File: src/rtl/asteroid_pixel_pipe.sv
// Two-stage pixel pipeline: object hit testing against frame-latched positions, colour priority and sync delay matching.
// Optional build macro COLLISION_DETECT_EN adds a per-frame player/asteroid overlap flag.
module asteroid_pixel_pipe #(
   parameter int   XBITS     = 10,
   parameter int   YBITS     = 10,
   parameter int   VVISIBLE  = 480,
   parameter int   SIZE      = 16,
   parameter logic SYNC_IDLE = 1'b1
) (
   input  logic             clk,
   input  logic             reset,
   input  logic             pix_en,
   input  logic             hsync_in,
   input  logic             vsync_in,
   input  logic             activevideo_in,
   input  logic [XBITS-1:0] x,
   input  logic [YBITS-1:0] y,
   input  logic             pos_wr,
   input  logic [1:0]       pos_sel,
   input  logic [XBITS-1:0] pos_x,
   input  logic [YBITS-1:0] pos_y,
   output logic             hsync_out,
   output logic             vsync_out,
   output logic [7:0]       rgb,
   output logic             collision,
   output logic             frame_done
);

   localparam logic [XBITS-1:0] X_OFF   = '1;
   localparam logic [YBITS-1:0] Y_OFF   = '1;
   localparam logic [YBITS-1:0] Y_BOUND = VVISIBLE[YBITS-1:0];
   localparam logic [XBITS:0]   SIZE_X  = SIZE[XBITS:0];
   localparam logic [YBITS:0]   SIZE_Y  = SIZE[YBITS:0];

   localparam logic [7:0] RGB_BLANK    = 8'h00;
   localparam logic [7:0] RGB_PLAYER   = 8'h1C;
   localparam logic [7:0] RGB_ASTEROID = 8'hE0;
   localparam logic [7:0] RGB_BG       = 8'h03;

   logic [XBITS-1:0] shd_x_q [4];
   logic [YBITS-1:0] shd_y_q [4];
   logic [XBITS-1:0] act_x_q [4];
   logic [YBITS-1:0] act_y_q [4];

   logic       boundary;
   logic [3:0] hit_d;
   logic       hs1_q, vs1_q, av1_q;
   logic [3:0] hit1_q;
   logic [7:0] rgb_d;
   logic       hs2_q, vs2_q, frame_done_q;
   logic [7:0] rgb_q;

   assign boundary = pix_en && (x == '0) && (y == Y_BOUND);

   // NOTE: the position arrays are few enough to reset as flops, so objects start off-screen instead of at X.
   always_ff @(posedge clk) begin
      if (reset) begin
         for (int i = 0; i < 4; i++) begin
            shd_x_q[i] <= X_OFF;
            shd_y_q[i] <= Y_OFF;
            act_x_q[i] <= X_OFF;
            act_y_q[i] <= Y_OFF;
         end
      end else begin
         // Copy reads the old shadow, so a coincident write waits for the next frame.
         if (boundary) begin
            for (int i = 0; i < 4; i++) begin
               act_x_q[i] <= shd_x_q[i];
               act_y_q[i] <= shd_y_q[i];
            end
         end
         if (pos_wr) begin
            shd_x_q[pos_sel] <= pos_x;
            shd_y_q[pos_sel] <= pos_y;
         end
      end
   end

   // Upper bounds are one bit wider so objects near the max coordinate clip instead of wrapping.
   always_comb begin
      hit_d = '0;
      for (int i = 0; i < 4; i++) begin
         hit_d[i] = (x >= act_x_q[i]) && ({1'b0, x} < ({1'b0, act_x_q[i]} + SIZE_X)) &&
                    (y >= act_y_q[i]) && ({1'b0, y} < ({1'b0, act_y_q[i]} + SIZE_Y));
      end
   end

   // NOTE: every always_comb output gets a default first so no path can infer a latch.
   always_comb begin
      rgb_d = RGB_BG;
      if (!av1_q)              rgb_d = RGB_BLANK;
      else if (hit1_q[0])      rgb_d = RGB_PLAYER;
      else if (|hit1_q[3:1])   rgb_d = RGB_ASTEROID;
   end

   always_ff @(posedge clk) begin
      if (reset) begin
         hs1_q        <= SYNC_IDLE;
         vs1_q        <= SYNC_IDLE;
         av1_q        <= 1'b0;
         hit1_q       <= '0;
         hs2_q        <= SYNC_IDLE;
         vs2_q        <= SYNC_IDLE;
         rgb_q        <= RGB_BLANK;
         frame_done_q <= 1'b0;
      end else begin
         frame_done_q <= boundary;
         if (pix_en) begin
            hs1_q  <= hsync_in;
            vs1_q  <= vsync_in;
            av1_q  <= activevideo_in;
            hit1_q <= hit_d;
            hs2_q  <= hs1_q;
            vs2_q  <= vs1_q;
            rgb_q  <= rgb_d;
         end
      end
   end

   assign hsync_out  = hs2_q;
   assign vsync_out  = vs2_q;
   assign rgb        = rgb_q;
   assign frame_done = frame_done_q;

`ifdef COLLISION_DETECT_EN
   logic acc_q, collision_q, acc_set;

   // Each stage-1 pixel is counted once, in the pix_en clk that moves it to stage 2.
   assign acc_set = pix_en && av1_q && hit1_q[0] && (|hit1_q[3:1]);

   always_ff @(posedge clk) begin
      if (reset) begin
         acc_q       <= 1'b0;
         collision_q <= 1'b0;
      end else if (boundary) begin
         collision_q <= acc_q || acc_set;
         acc_q       <= 1'b0;
      end else begin
         acc_q <= acc_q || acc_set;
      end
   end

   assign collision = collision_q;
`else
   assign collision = 1'b0;
`endif

endmodule
File: config.mk
export PLATFORM = sky130hd
export DESIGN_NAME = asteroid_pixel_pipe
export DESIGN_NICKNAME = d
export VERILOG_FILES = /design/src/rtl/asteroid_pixel_pipe.sv
export SDC_FILE = /design/constraint.sdc
export NUM_CORES = 1
export LEC_CHECK = 0
export BUFFER_PORTS_ARGS = -buffer_cell sky130_fd_sc_hd__buf_4
export CORE_ASPECT_RATIO = 0.5
export CORE_MARGIN = 2
export CORE_UTILIZATION = 30
export CTS_BUF_LIST = sky130_fd_sc_hd__clkbuf_4 sky130_fd_sc_hd__clkbuf_8
export CTS_CLUSTER_SIZE = 40
export DETAILED_ROUTE_END_ITERATION = 10
export SETUP_SLACK_MARGIN = 0.05
export SYNTH_ARGS = -nofsm -noshare
export SYNTH_HDL_FRONTEND = slang
export SYNTH_SLANG_ARGS = --single-unit
File: constraint.sdc
create_clock -name clk -period 7.45 [get_ports clk]
set_input_delay 0.745 -clock clk [delete_from_list [all_inputs] [get_ports clk]]
set_output_delay 0.745 -clock clk [all_outputs]
set_load 0.005 [all_outputs]
==> run metrics, run 1 <==
Gate Count Post-Synth=896; Max VDD drop=0.137 mV; Skew-Pair Late Insertion Delay=480 ps; syn_area_per_cell=~11 um2; max-cap check violation count=0; post-synthesis simple-gate area fraction=0.170; fin crit share=0.362; worst hold-check path type=input pin to flip-flop; FF-to-FF Start=act_x_q[1][4]; unrepaired setup endpoints after global routing=no; final core occ=0.347; drt total wl=approximately 23000 um; critical path launch point type=input pin; Resize count post-CTS=0; Die ar.=35600 um2; DRT antenna net count=0; register bit total from synthesis=173; area share of fa/ha/maj cells after synthesis=0.167; combinational family with the most area after synthesis=simple AND/OR/NAND/NOR gates; Arrival @ worst endpoint=2790 ps; clock skew=about 23 ps; r2r setup slk=4850 ps; fraction of layout cells with a size suffix above 1=0.107; clock buffer depth=2; ant diodes=0; syn nets=1081; Core Box Area=33300 um2; ys flop type=edfxtp_1; post-synthesis xor/xnor area fraction=0.0275; nets=between 1000 and 1500; Worst EP required=7540 ps; register area share after synthesis=0.496; mux contribution to synthesized area=0.00491; post-layout min period=2700 ps; PortBufs=59; # DRC=0; cts hold-fix bufs=0; # IOs=61; final RePlAce weighted congestion=0.890; Final setup viols=0; reg2reg path depth=8; Least-Margin Pin Slew=941 ps; Syn. warnings=0; die height=roughly 130 um; Synth cell types=53; P_leak=4.63 nW; post-synthesis compound-gate area fraction=0.0877; final worst-path setup slack=4750 ps; Root Buffer=clkbuf_8; pin count of the biggest net entering global routing=82; Slew headroom=0.371; Initial Util=0.307; number of iterations in the first detailed-routing pass=4; pwr/cell area=180 nW/um2; vias in the first global route=6675; CP endpoint kind=flip-flop; die extent in x=265 um; FMAX=371 MHz; HPWL after detailed placement=18100 um; Worst-path clk slew=100 ps; Routed WL per cell=16.6 um; final setup TNS=0 ps; critical path type=input pin to flip-flop; TritonCTS clock tree=done; Mapped Area=roughly 10000 um2; Async SR Flop Fraction=0; CTS Buf Count=17; reg2reg end=hit1_q[1]; Iter 0 DRT Violations=between 400 and 500; CTS H-Tree Depth=4; DP Worst Slack=4310 ps; initial antenna violation count=0; Total GRT Usage=0.138; global route overflow=0; Rows=47; Num Clock Sinks=~170; max-slew violation count=0; post-CTS setup buffers=0; crit path to=act_y_q[0][26]; Max FO, Critical Path=80; Post-synth EDFFs=160; Final Hold Vio Count=0; via count=6699; status=completed; Critical path origin=y[2]; first-pass GRT wire length=37500 um; drt via density=4.76; Layout area overhead=13.1%
## logic make-up after synthesis
logic type / count (synthesis)
adder cells (fa/ha/maj): 136
AND/OR/NAND/NOR: 295
XOR/XNOR: 32
buffers and inverters: 118
flip-flops: 173
other: 1
AO/OA/AOI/OAI: 136
multiplexers: 5
## stage by stage
stage,area (um2),instances,hold WS (ps),power (mW)
2_1_floorplan,10200,896,441,1.30
3_3_place_gp,11100,1376,455,1.39
3_5_place_dp,11100,1376,468,1.40
4_1_cts,11500,1407,455,2.09
5_1_grt,11500,1407,470,2.16
6_report,11500,1407,479,2.08
## worst min path at each step
stage               from        end  slack [ps]  cells past startpoint
3_3_place_gp   hit1_q[3]  hit1_q[3]         450                      1
2_1_floorplan      hs1_q      hs1_q         440                      2
5_1_grt         vsync_in      vs1_q         470                      3
3_5_place_dp   hit1_q[2]  hit1_q[2]         470                      1
4_1_cts         vsync_in      vs1_q         450                      3
6_report        vsync_in      vs1_q         480                      3
## sequential cells by signal, summed over array words and instances, names as in the netlist
register    flops
av1_q           1
hs1_q           1
frame_done      1
shd_y_q        40
act_x_q        40
rgb             3
vsync_out       1
shd_x_q        40
vs1_q           1
hit1_q          4
hsync_out       1
act_y_q        40
## area by class of cell
| class | count | area (um2) |
|---|---|---|
| Sequential cell | 173 | 5060 |
| Fill cell | 3223 | 21700 |
| Clock inverter | 14 | 180 |
| Clock buffer | 17 | 234 |
| Inverter | 94 | 353 |
| Timing Repair Buffer | 63 | 473 |
| Tap cell | 441 | 552 |
| Multi-Input combinational cell | 605 | 4680 |
## synth_stat cells (all sizes together), types with 4 or more instances
cell / count / share of area
nand2: 18 / 0.0066
xnor2: 32 / 0.027
a31oi: 10 / 0.0061
a32o: 4 / 0.0039
a211oi: 8 / 0.0059
o2111ai: 7 / 0.0060
nand3: 41 / 0.020
dfxtp: 13 / 0.026
nor2b: 12 / 0.0074
inv: 94 / 0.035
a21o: 10 / 0.0074
mux2i: 5 / 0.0049
a21oi: 39 / 0.019
buf: 14 / 0.0082
nand2b: 172 / 0.11
edfxtp: 160 / 0.47
nor3: 16 / 0.0078
clkbuf: 10 / 0.0038
o21ai: 26 / 0.013
ha: 136 / 0.17
o21a: 5 / 0.0037
o221ai: 4 / 0.0034
nand4: 5 / 0.0031
or2: 6 / 0.0037
nor2: 12 / 0.0044
## metal layers
layer | part of all wire | GRT usage | vias to the layer above
li1 | - | - | 3323
met1 | 0.55 | 0.216 | 3177
met2 | 0.39 | 0.189 | 171
met3 | 0.048 | 0.0240 | 28
met4 | 0.015 | 0.0408 | 0
met5 | 0 | 0 | -
## cell usage in the layout, fill, tap and decap left out, drive strengths merged, types with 3 or more instances in the layout
cell / n
a2111oi: 3
a211oi: 8
a21o: 10
a21oi: 39
a31oi: 10
a32o: 4
a32oi: 3
buf: 63
clkbuf: 17
clkinv: 5
dfxtp: 13
edfxtp: 160
ha: 136
inv: 100
mux2i: 5
nand2: 18
nand2b: 172
nand3: 41
nand4: 5
nor2: 12
nor2b: 12
nor3: 16
nor4: 3
o2111ai: 7
o211ai: 3
o21a: 5
o21ai: 26
o221ai: 4
or2: 6
xnor2: 32
## where the power goes
group          switching [mW]  internal (mW)  leakage, nW  total [mW]
logic                   0.137          0.111         2.85       0.248
clock network           0.387          0.310        0.207       0.697
registers              0.0277           1.11         1.57        1.13
total                   0.552           1.53         4.63        2.08
## worst max-delay path, stage by stage
cell	delay [ps]
buf_4	140
nor4b_1	440
nand4b_1	350
o31ai_4	330
buf_4	770
Power figures use the tool's default switching activity.
==> run 2, diff against run 1 <==
Clock period 7.45 ns to 2.64 ns, I/O delays scaled along.
==> run 2 against run 1 <==
Effect of this change: register-to-register slack worse by 4600 ps; core utilization up 0.13 points; non-clock buffer count up 6; clock skew down 0.51 ps; sequential share of layout area down 0.17 points; global-route usage down 0.16 points; critical path depth up 3; setup slack worse by 4500 ps; first-iteration DRC count up 17%; largest cell class unchanged; clock power rose to 2.5 times the previous value; count of clock-buffer cells in the layout up 1; via count down 2.0%.
==> run metrics, run 2 (synthesis gave the netlist of run 1 again) <==
cts hold-fix bufs=0; Rows=47; vias in the first global route=between 6000 and 7000; commonest non-fill, non-tap cells in the layout=nand2b_1 (172), edfxtp_1 (160), ha_1 (136), inv_1 (94), buf_4 (67); Root Buffer=clkbuf_8; critical path type=flip-flop to flip-flop; drt total wl=between 20000 and 25000 um; Core Box Area=33300 um2; final setup TNS=0 ps; Max VDD drop=just under 0.3 mV; CTS Buf Count=17; register area=5060 um2; global route overflow=0; FMAX=413 MHz; via count=6565; GR peak layer=met1; number of iterations in the first detailed-routing pass=5; Multi-input gate area=around 4700 um2; critical path launch point type=flip-flop; Final Hold Vio Count=0; Arrival @ worst endpoint=2820 ps; GR Layer Usage met3=0.0218; Final setup viols=0; die height=between 100 and 150 um; fillers=~3300; drt via density=about 4.6; CP Cell Sequence=ha_1 > xnor2_1 > ha_1 > a2111oi_0 > a21oi_1 > o32ai_1 > o2111a_1 > a32o_1; max-cap check violation count=0; Max FO, Critical Path=5; ant diodes=0; Die ar.=between 30000 and 40000 um2; max-slew violation count=0; initial antenna violation count=0; Routed WL per cell=16.5 um; worst hold-check path type=input pin to flip-flop; TritonCTS clock tree=done; CTS H-Tree Depth=4; post-CTS setup buffers=0; nets=~1100; Min Hold Slack=29.7 ps; Resize count post-CTS=0; PortBufs=59; final RePlAce weighted congestion=0.837; final core occ=0.348; DRT antenna net count=0; Total GRT Usage=0.136; clock buffer depth=2; Num Clock Sinks=about 170; slowest CP cell=edfxtp_1; most common cell after layout, fill and taps aside=nand2b_1; Slew headroom=0.625; clock skew=23.0 ps; # IOs=61; Initial Util=0.307; met1 GRT Util=0.209; Iter 0 DRT Violations=542; fraction of layout cells with a size suffix above 1=0.113; Least-Margin Pin Slew=562 ps; GR Layer Usage met2=0.197; # DRC=0; fin crit share=0.917; Top cell by count, worst path=ha_1; post-layout min period=2420 ps; slowest cell delay on critical path=460 ps; HPWL after detailed placement=17700 um; P_leak=4.66 nW; status=completed; Worst-path clk slew=~100 ps; Layout area overhead=13.5%; Skew-Pair Late Insertion Delay=roughly 470 ps; pin count of the biggest net entering global routing=82; unrepaired setup endpoints after global routing=no; die extent in x=265 um; overall power=5.65 mW; CP endpoint kind=flip-flop; first-pass GRT wire length=36800 um; Worst EP required=3040 ps; pwr/cell area=~500 nW/um2
-- run 2: cell types whose count changed in the layout (fill, tap and decap cells not counted) --
cell,change
bufinv_16,-2
clkinvlp_4,+1
clkinv_1,+1
buf_12,+2
nor4b_1,-1
buf_4,+4
clkbuf_4,+1
nor4b_4,+1
-- run 2: worst max-delay path, delay by kind of cell (launching register included) --
family | cells | cell delay, ps
flip-flops | 1 | 460
AO/OA/AOI/OAI | 5 | 1230
adder cells (fa/ha/maj) | 2 | 520
XOR/XNOR | 1 | 170
-- run 2: path summary, 6_finish.rpt --
kind | startpoint | endpoint | slack (ps) | depth (start not counted)
setup reg to reg | act_x_q[1][4] | hit1_q[1] | 220 | 8
hold reg to reg | hs1_q | hs1_q | 480 | 2
hold / removal | vsync_in | vs1_q | 30 | 3
setup / recovery | act_x_q[1][4] | hit1_q[1] | 220 | 8
-- run 2: where the power goes --
part	switching (mW)	leakage, nW	internal (mW)	total (mW)
logic	0.400	2.90	0.322	0.722
registers	0.0583	1.57	3.12	3.18
clock network	1.06	0.185	0.698	1.76
-- run 2: per-layer routing --
layer  vias to the layer above  share of wire
li1                       3334              -
met4                         0          0.013
met5                         -              0
met2                       137           0.41
met3                        20          0.051
met1                      3074           0.52
-- run 2: stage by stage --
stage               area (um2)  instances  setup slack (ps)
floorplan                10200        896              -628
global placement         11200       1382               229
detailed placement       11200       1382               253
CTS                      11600       1414               209
global route             11600       1414              78.3
finish                   11600       1414               219
-- run 2: area by class of cell --
| type | count | area share |
|---|---|---|
| Inverter | 94 | 0.0305 |
| Clock inverter | 14 | 0.0113 |
| Timing Repair Buffer | 69 | 0.0469 |
| Tap cell | 441 | 0.0476 |
| Multi-Input combinational cell | 605 | 0.405 |
| Sequential cell | 173 | 0.437 |
| Clock buffer | 18 | 0.0209 |
